[src/rtl/kuznechik_pkg.sv]
// Shared Kuznyechik definitions: block geometry, stage state encoding and the pi tables.
// The inverse table is derived from the forward pi table at elaboration time.
package kuznechik_pkg;

   localparam int BLOCK_W  = 128;
   localparam int BYTE_CNT = 16;

   typedef enum logic [3:0] {
      ST_IDLE  = 4'd0,
      ST_SUBST = 4'd1,
      ST_DONE  = 4'd2
   } stage_state_t;

   localparam int PI [256] = '{
      252, 238, 221,  17, 207, 110,  49,  22, 251, 196, 250, 218,  35, 197,   4,  77,
      233, 119, 240, 219, 147,  46, 153, 186,  23,  54, 241, 187,  20, 205,  95, 193,
      249,  24, 101,  90, 226,  92, 239,  33, 129,  28,  60,  66, 139,   1, 142,  79,
        5, 132,   2, 174, 227, 106, 143, 160,   6,  11, 237, 152, 127, 212, 211,  31,
      235,  52,  44,  81, 234, 200,  72, 171, 242,  42, 104, 162, 253,  58, 206, 204,
      181, 112,  14,  86,   8,  12, 118,  18, 191, 114,  19,  71, 156, 183,  93, 135,
       21, 161, 150,  41,  16, 123, 154, 199, 243, 145, 120, 111, 157, 158, 178, 177,
       50, 117,  25,  61, 255,  53, 138, 126, 109,  84, 198, 128, 195, 189,  13,  87,
      223, 245,  36, 169,  62, 168,  67, 201, 215, 121, 214, 246, 124,  34, 185,   3,
      224,  15, 236, 222, 122, 148, 176, 188, 220, 232,  40,  80,  78,  51,  10,  74,
      167, 151,  96, 115,  30,   0,  98,  68,  26, 184,  56, 130, 100, 159,  38,  65,
      173,  69,  70, 146,  39,  94,  85,  47, 140, 163, 165, 125, 105, 213, 149,  59,
        7,  88, 179,  64, 134, 172,  29, 247,  48,  55, 107, 228, 136, 217, 231, 137,
      225,  27, 131,  73,  76,  63, 248, 254, 141,  83, 170, 144, 202, 216, 133,  97,
       32, 113, 103, 164,  45,  43,   9,  91, 203, 155,  37, 208, 190, 229, 108,  82,
       89, 166, 116, 210, 230, 244, 180, 192, 209, 102, 175, 194,  57,  75,  99, 182
   };

   // Byte v of the result holds pi^-1(v), packed so a LUT is a single part-select.
   function automatic logic [2047:0] build_pi_inv();
      logic [2047:0] tbl;
      tbl = '0;
      for (int i = 0; i < 256; i++) begin
         tbl[PI[i]*8 +: 8] = 8'(i);
      end
      return tbl;
   endfunction

   localparam logic [2047:0] PI_INV_TBL = build_pi_inv();

endpackage

[src/rtl/S_convertion_table_revers.sv]
// Combinational pi^-1 byte substitution.
module S_convertion_table_revers
   import kuznechik_pkg::*;
(
   input  logic [7:0] byte_in,
   output logic [7:0] byte_out
);

   assign byte_out = PI_INV_TBL[{byte_in, 3'b000} +: 8];

endmodule

[src/rtl/s_convertion_revers.sv]
// Inverse S stage: substitutes the 16 bytes of a block through pi^-1, BYTES_PER_CYCLE per clock.
// Result is flagged by finish_convertion until enable drops; latency K+2 edges from the request.
module s_convertion_revers
   import kuznechik_pkg::*;
#(
   parameter int BYTES_PER_CYCLE = 4
)
(
   input  logic               clk,
   input  logic               reset_n,
   input  logic               enable,
   input  logic [BLOCK_W-1:0] input_word,
   output logic [BLOCK_W-1:0] output_word,
   output logic               finish_convertion
);

   localparam int K       = BYTE_CNT / BYTES_PER_CYCLE;
   localparam int CHUNK_W = 8 * BYTES_PER_CYCLE;
   localparam int CNT_W   = (K > 1) ? $clog2(K) : 1;
   localparam logic [CNT_W-1:0] CNT_LAST = CNT_W'(K - 1);

   if (BYTES_PER_CYCLE != 1 && BYTES_PER_CYCLE != 2 && BYTES_PER_CYCLE != 4 &&
       BYTES_PER_CYCLE != 8 && BYTES_PER_CYCLE != 16) begin : g_bad_param
      $error("BYTES_PER_CYCLE must be 1, 2, 4, 8 or 16");
   end

   stage_state_t       state_q, state_d;
   logic [CNT_W-1:0]   cnt_q, cnt_d;
   logic [BLOCK_W-1:0] work_q, work_d;
   logic [BLOCK_W-1:0] output_word_q, output_word_d;
   logic               finish_q, finish_d;
   logic [CHUNK_W-1:0] sub_chunk;
   logic [BLOCK_W-1:0] work_rot;

   for (genvar g = 0; g < BYTES_PER_CYCLE; g++) begin : g_lut
      S_convertion_table_revers u_lut (
         .byte_in  (work_q[BLOCK_W-1-8*g -: 8]),
         .byte_out (sub_chunk[CHUNK_W-1-8*g -: 8])
      );
   end

   // Top chunk is substituted and rotated to the bottom; after K steps bytes are home again.
   if (CHUNK_W == BLOCK_W) begin : g_rot_full
      assign work_rot = sub_chunk;
   end else begin : g_rot_part
      assign work_rot = {work_q[BLOCK_W-CHUNK_W-1:0], sub_chunk};
   end

   always_ff @(posedge clk) begin
      if (!reset_n) begin
         state_q       <= ST_IDLE;
         cnt_q         <= '0;
         work_q        <= '0;
         output_word_q <= '0;
         finish_q      <= 1'b0;
      end else begin
         state_q       <= state_d;
         cnt_q         <= cnt_d;
         work_q        <= work_d;
         output_word_q <= output_word_d;
         finish_q      <= finish_d;
      end
   end

   always_comb begin
      state_d = state_q;
      case (state_q)
         ST_IDLE:  if (enable) state_d = ST_SUBST;
         ST_SUBST: if (cnt_q == CNT_LAST) state_d = ST_DONE;
         ST_DONE:  if (!enable) state_d = ST_IDLE;
         default:  state_d = ST_IDLE;
      endcase
   end

   always_comb begin
      cnt_d         = cnt_q;
      work_d        = work_q;
      output_word_d = output_word_q;
      finish_d      = finish_q;
      case (state_q)
         ST_IDLE: begin
            finish_d = 1'b0;
            cnt_d    = '0;
            if (enable) work_d = input_word;
         end
         ST_SUBST: begin
            work_d = work_rot;
            if (cnt_q != CNT_LAST) cnt_d = cnt_q + 1'b1;
         end
         ST_DONE: begin
            output_word_d = work_q;
            finish_d      = 1'b1;
         end
         default: begin
            finish_d = 1'b0;
            cnt_d    = '0;
         end
      endcase
   end

   assign output_word       = output_word_q;
   assign finish_convertion = finish_q;

endmodule

[config.mk]
export PLATFORM = sky130hd
export DESIGN_NAME = s_convertion_revers
export DESIGN_NICKNAME = d
export VERILOG_FILES = /design/src/rtl/kuznechik_pkg.sv /design/src/rtl/S_convertion_table_revers.sv /design/src/rtl/s_convertion_revers.sv
export SDC_FILE = /design/constraint.sdc
export NUM_CORES = 1
export LEC_CHECK = 0
export ABC_AREA = 1
export BUFFER_PORTS_ARGS = -buffer_cell sky130_fd_sc_hd__buf_2
export CAP_MARGIN = 30
export CORE_MARGIN = 2
export CORE_UTILIZATION = 40
export CTS_CLUSTER_SIZE = 12
export DETAILED_ROUTE_END_ITERATION = 12
export REMOVE_ABC_BUFFERS = 1
export SLEW_MARGIN = 10
export SYNTH_ARGS = -nofsm -noshare
export SYNTH_HDL_FRONTEND = slang
export SYNTH_HIERARCHICAL = 1
export SYNTH_SLANG_ARGS = --single-unit
[constraint.sdc]
create_clock -name clk -period 3.3 [get_ports clk]
set_input_delay 0.66 -clock clk [delete_from_list [all_inputs] [get_ports clk]]
set_output_delay 0.66 -clock clk [all_outputs]
set_load 0.05 [all_outputs]
==> metrics.yaml, run 1 <==
p_int_mw: 6.75
yosys.area.top_type: "nand3_1"
clkPwrFrac: 0.299
crit_path_end_kind: "flip-flop"
final.setup.worst_slack_ps: 477
rows: 88
avgSynthCellArea_um2: 5.44
final_nets: 4572
p_switching_mw: 4.94
drt_iter0_markers: 4275
synth-seq-cells: 261
ff2ff_setup_slack_ps: 480
clock_skew_ps: 8.56
critPathLaunchType: "flip-flop"
fin_area_um2: 26200
hold_path_depth: 3
grt_pass1_wl_um: 163000
portBuffers: 259
post-route-min-period_ps: 2820
ant_nets: 0
leakage_nw: 13.6
fin_crit_sh: 0.855
fmax_mhz: 354
place.gp.congestion: 1.03
dieHeight_um: 246
fin_cells: 5171
clock_sinks: 261
cts_resized: 0
placed_area_um2: 25200
detail_route.wl_per_cell_um: 20.5
synth_area_leaders: "nand3_1, dfxtp_1, nand2_1"
synthXorXnorAreaFrac: 0
async_flop_share: 0
synth-edff-count: 0
numCtsBuffers: 31
slew_viol_final: 0
synthAdderAreaFrac: 0.0305
synth.area.mux_share: 0
cp.depth: 16
yosysTopAreaCellShare: 0.234
multiInputGateArea_um2: 15200
area_growth_pct: 12.1
min_path_type: "in2reg"
seqCellArea_um2: 5230
crit_required_ps: 3760
antenna_found_initial: 0
place_ws_ps: 548
finalHoldViolations: 0
r2r-start: "work_q[112]$_SDFFE_PN0P_"
vias: 30007
grt_usage: 0.338
cts_max_level: 1
critPathMaxFanout: 11
antennaDiodeCount: 0
overflow: 0
setup_viol: 0
synth_common_cells: "nand2_1, nand3_1, inv_1"
postCtsSetupRepairBufs: 0
first_pass_iters: 6
holdPathEnd: "state_q[1]$_SDFFE_PN0P_"
r2r_end: "work_q[20]$_SDFFE_PN0P_"
critPathArrivalTime_ps: 3280
relSlewSlack: 0.507
clockRootBuffer: "clkbuf_16"
dp.cells: 5116
drc_errors: 0
grt_pass1_vias: 27547
max_cap_violations: 0
syn_area_um2: 23400
p_per_area_nw_per_um2: 446
worstRegToRegCells: 16
post-synth-top-count-cell: "nand2_1"
nFillCells: 6534
grt_max_degree: 132
crit_path_start: "work_q[112]$_SDFFE_PN0P_"
worstSkewPairLatency_ps: 590
dp.final_hpwl_um: 71900
ys_seq_area_frac: 0.224
synth_cell_types: 24
max_stage_delay_ps: 550
yosys.area_share.simple: 0.505
die_w_um: 246
swShare: 0.423
ir_worst_vdd_uv: 411
ctsHoldBuffers: 0
cts_tree: "done"
status: "finished, final reports clean"
p_total_mw: 11.7
layout-drive-gt1-share: 0.108
clock_path_buffers: 3
pwr-share-seq: 0.292
share_comb_of_total_power: 0.409
viasPerCell: 5.80
critPathBufInv: 3
synthCells: 4297
initial_core_util: 0.405
critical_path_class: "reg2reg"
ioPinCount: 260
wl_um: 106000
core_um2: 57700
die_area_um2: 60400
crit_path_frequent_cell: "nand2_1"
synth-compound-area-share: 0.114
crit_chain: "inv_1 > ha_1 > inv_1 > nand2_1 > nand2_1 > nand2_1 > o21ai_0 > nand2_1 > nand3_1 > nand2_1 > nand2_1 > nand2_1 > inv_1 > nand3_1 > nand3_1 > a21oi_1"
tightest_slew_ps: 740
ys.warnings.count: 6
hp-start: "enable"
synth_top_family_by_area: "simple AND/OR/NAND/NOR gates"
crit_family: "simple AND/OR/NAND/NOR gates"
slowest_stage: "dfxtp_1"
hold_ws_ps: 377
ys.flop_type: "dfxtp_1"
clk_pin_slew_ps: 60
grt_setup_unrepaired: "no"
[per-stage QoR]
step | setup TNS (ps) | utilization
after floorplan | -679110 | -
after global placement | 0 | 0.436
after detailed placement | 0 | 0.437
after CTS | 0 | 0.454
after global routing | 0 | 0.454
final | 0 | 0.454
[power groups by stage]
| stage | logic, mW | registers, mW | clock network, mW |
|---|---|---|---|
| 4_1_cts | 4.61 | 3.41 | 3.58 |
| 5_1_grt | 5.23 | 3.43 | 3.68 |
| 2_1_floorplan | 2.83 | 3.66 | 0 |
| 3_3_place_gp | 4.66 | 3.48 | 0 |
| 6_report | 4.78 | 3.42 | 3.49 |
| 3_5_place_dp | 4.60 | 3.48 | 0 |
[layout make-up]
| class | instances | share of cell area |
|---|---|---|
| clock buffers | 44 | 0.0338 |
| multi-input cells | 3327 | 0.580 |
| flip-flops and latches | 261 | 0.200 |
| clock inverters | 11 | 0.00482 |
| repair buffers | 362 | 0.0868 |
| inverters | 401 | 0.0580 |
| well taps | 765 | 0.0365 |
[tightest hold or removal path: cells and delay by family]
kind | cells | cell delay, ps
buf+inv | 1 | 130
simple gates | 1 | 70
compound gates | 1 | 50
[layout by cell type (no fill, tap or decap), drive strengths merged]
| cell | instances |
|---|---|
| nand2 | 1357 |
| nand3 | 1094 |
| inv | 393 |
| buf | 362 |
| a21oi | 333 |
| nor2 | 271 |
| dfxtp | 261 |
| o21ai | 186 |
| ha | 57 |
| clkbuf | 44 |
| clkinv | 16 |
| nand4 | 12 |
| or2 | 8 |
| o211ai | 4 |
| a31oi | 4 |
| bufinv | 2 |
| o21a | 1 |
| clkinvlp | 1 |
[worst max path at each step]
stage | to | slack (ps)
after global placement | work_q[3]$_SDFFE_PN0P_ | 490
after floorplan | work_q[0]$_SDFFE_PN0P_ | -4190
after CTS | work_q[20]$_SDFFE_PN0P_ | 530
after detailed placement | work_q[20]$_SDFFE_PN0P_ | 550
after global routing | work_q[3]$_SDFFE_PN0P_ | 270
final | work_q[20]$_SDFFE_PN0P_ | 480
[metal layers]
layer,vias to the layer above,wire length (µm),GRT usage
met5,-,0,0
met1,13530,44000,0.464
li1,14164,-,-
met3,360,11500,0.0557
met2,1953,45100,0.512
met4,0,5180,0.160
[flip-flops by register name (all words and copies together) (netlist names)]
signal and flops:
state_q 2, finish_convertion 1, output_word 128, work_q 128, cnt_q 2
[kinds of logic (layout without fill, tap and decap cells)]
family                   count (synthesis)  after routing
AND/OR/NAND/NOR                       2742           2742
buffers and inverters                  709            818
AO/OA/AOI/OAI                          528            528
flip-flops                             261            261
adder cells (fa/ha/maj)                 57             57
No activity file was read; power rests on OpenSTA's default activity.
==> run 2: changes to the inputs <==
CORE_UTILIZATION = 45   (was 40)
==> run 2 against run 1 <==
Global-route usage grew 4.2 points; clock-buffer cell count rose by 5; final cell count decreased by 1.7%; die area fell by 11%; highest routed layer is now met5; combinational power down 1%; total power is 2.2% higher; flip-flop and latch count is the same; critical endpoint is now work_q[3]$_SDFFE_PN0P_; maximum frequency grew 4.5%; final area shrank 0.59%; setup slack improved by 120 ps.
==> metrics.yaml, run 2 (synthesized netlist as in run 1, its figures left out) <==
final.setup.worst_slack_ps: 597
critPathArrivalTime_ps: 3130
portBuffers: 259
max_cap_violations: 0
place_ws_ps: 695
p_per_area_nw_per_um2: 458
place.gp.congestion: 1.08
fin_area_um2: 26000
critPathCapture: "work_q[3]$_SDFFE_PN0P_"
vias: 30275
slew_viol_final: 0
ant_nets: 0
antennaDiodeCount: 0
die_area_um2: 53800
final_util: 0.508
rows: 83
ff2ff_setup_slack_ps: 600
clock_skew_ps: 30.1
mostFrequentLayoutCells: "nand2_1, nand3_1, inv_1"
relSlewSlack: 0.368
critPathMaxFanout: 10
final_common_cell: "nand2_1"
final_nets: 4567
grt_max_degree: 132
numCtsBuffers: 34
clock_sinks: 261
ctsHoldBuffers: 0
r2r_end: "work_q[3]$_SDFFE_PN0P_"
clock_path_buffers: 3
antenna_found_initial: 4
layout-drive-gt1-share: 0.107
worstRegToRegCells: 17
overflow: 0
ir_worst_vdd_uv: 432
grt_setup_unrepaired: "no"
cts_max_level: 2
setup_viol: 0
min_path_type: "in2reg"
r2r-start: "work_q[97]$_SDFFE_PN0P_"
p_total_mw: 11.9
crit_path_start: "work_q[97]$_SDFFE_PN0P_"
initial_core_util: 0.456
dieHeight_um: 232
grt_usage: 0.379
cts_tree: "done"
critPathLaunchType: "flip-flop"
dp.cells: 5023
post-route-min-period_ps: 2700
core_um2: 51300
crit_path_end_kind: "flip-flop"
clk_pin_slew_ps: 60
dp.final_hpwl_um: 70500
critical_path_class: "reg2reg"
leakage_nw: 13.6
ioPinCount: 260
area_growth_pct: 11.4
placed_area_um2: 24900
drt_iter0_markers: 4210
tightest_slew_ps: 939
fin_crit_sh: 0.819
grt_pass1_vias: 27592
hp-start: "input_word[72]"
fin_cells: 5081
first_pass_iters: 6
postCtsSetupRepairBufs: 0
worstSkewPairLatency_ps: 570
drc_errors: 0
wl_um: 105000
die_w_um: 232
clockRootBuffer: "clkbuf_16"
status: "finished, final reports clean"
cts_resized: 0
finalHoldViolations: 0
detail_route.wl_per_cell_um: 20.7
viasPerCell: 5.96
grt_pass1_wl_um: 162000
crit_required_ps: 3730
fmax_mhz: 370
run 2: changes by cell type in the layout (fill, tap and decap cells not counted), sizes merged:
cell	delta
clkbuf	+5
clkinvlp	-1
inv	-2
buf	-8
clkinv	+1
run 2: layout make-up:
cell class,count,area [µm²]
clock buffers,49,1010
clock inverters,9,106
fillers,5719,25300
inverters,401,1520
multi-input cells,3327,15200
flip-flops and latches,261,5230
well taps,680,851
repair buffers,354,2140
run 2: worst max-delay path, stage by stage, from the launching register on:
cell,delay [ps]
dfxtp_1,320
inv_1,70
buf_4,180
ha_1,380
inv_1,210
nand2_2,220
nand3_1,240
o21ai_0,200
nand2_1,110
nand2_1,60
nand2_1,70
nand2_1,40
nand3_1,80
nand2_1,70
inv_1,50
nand3_1,60
nand3_1,120
a21oi_1,70
run 2: worst min-delay path by stage:
stage / endpoint / slack (ps) / cells past startpoint
6_report: work_q[72]$_SDFFE_PN0P_ / 440 / 5
2_1_floorplan: cnt_q[1]$_SDFFE_PN0P_ / 440 / 2
5_1_grt: work_q[8]$_SDFFE_PN0P_ / 450 / 5
3_3_place_gp: work_q[72]$_SDFFE_PN0P_ / 450 / 2
4_1_cts: work_q[103]$_SDFFE_PN0P_ / 420 / 5
3_5_place_dp: work_q[85]$_SDFFE_PN0P_ / 460 / 2
run 2: per-stage QoR:
step | hold slack, ps | setup TNS (ps)
floorplan | 443 | -679110
global placement | 452 | 0
detailed placement | 455 | 0
CTS | 418 | 0
global route | 454 | 0
finish | 439 | 0
run 2: layer usage:
metal / part of all wire / vias up / track usage
li1: - / 14152 / -
met1: 0.41 / 13675 / 0.515
met2: 0.42 / 2022 / 0.562
met3: 0.12 / 418 / 0.0906
met4: 0.051 / 8 / 0.179
met5: 0.00043 / - / 0
run 2: report_power, final:
group	switching, mW	leakage [nW]	internal, mW
clock network	1.53	0.553	2.28
registers	0.109	2.13	3.31
logic	3.32	10.9	1.40
total	4.96	13.6	6.98
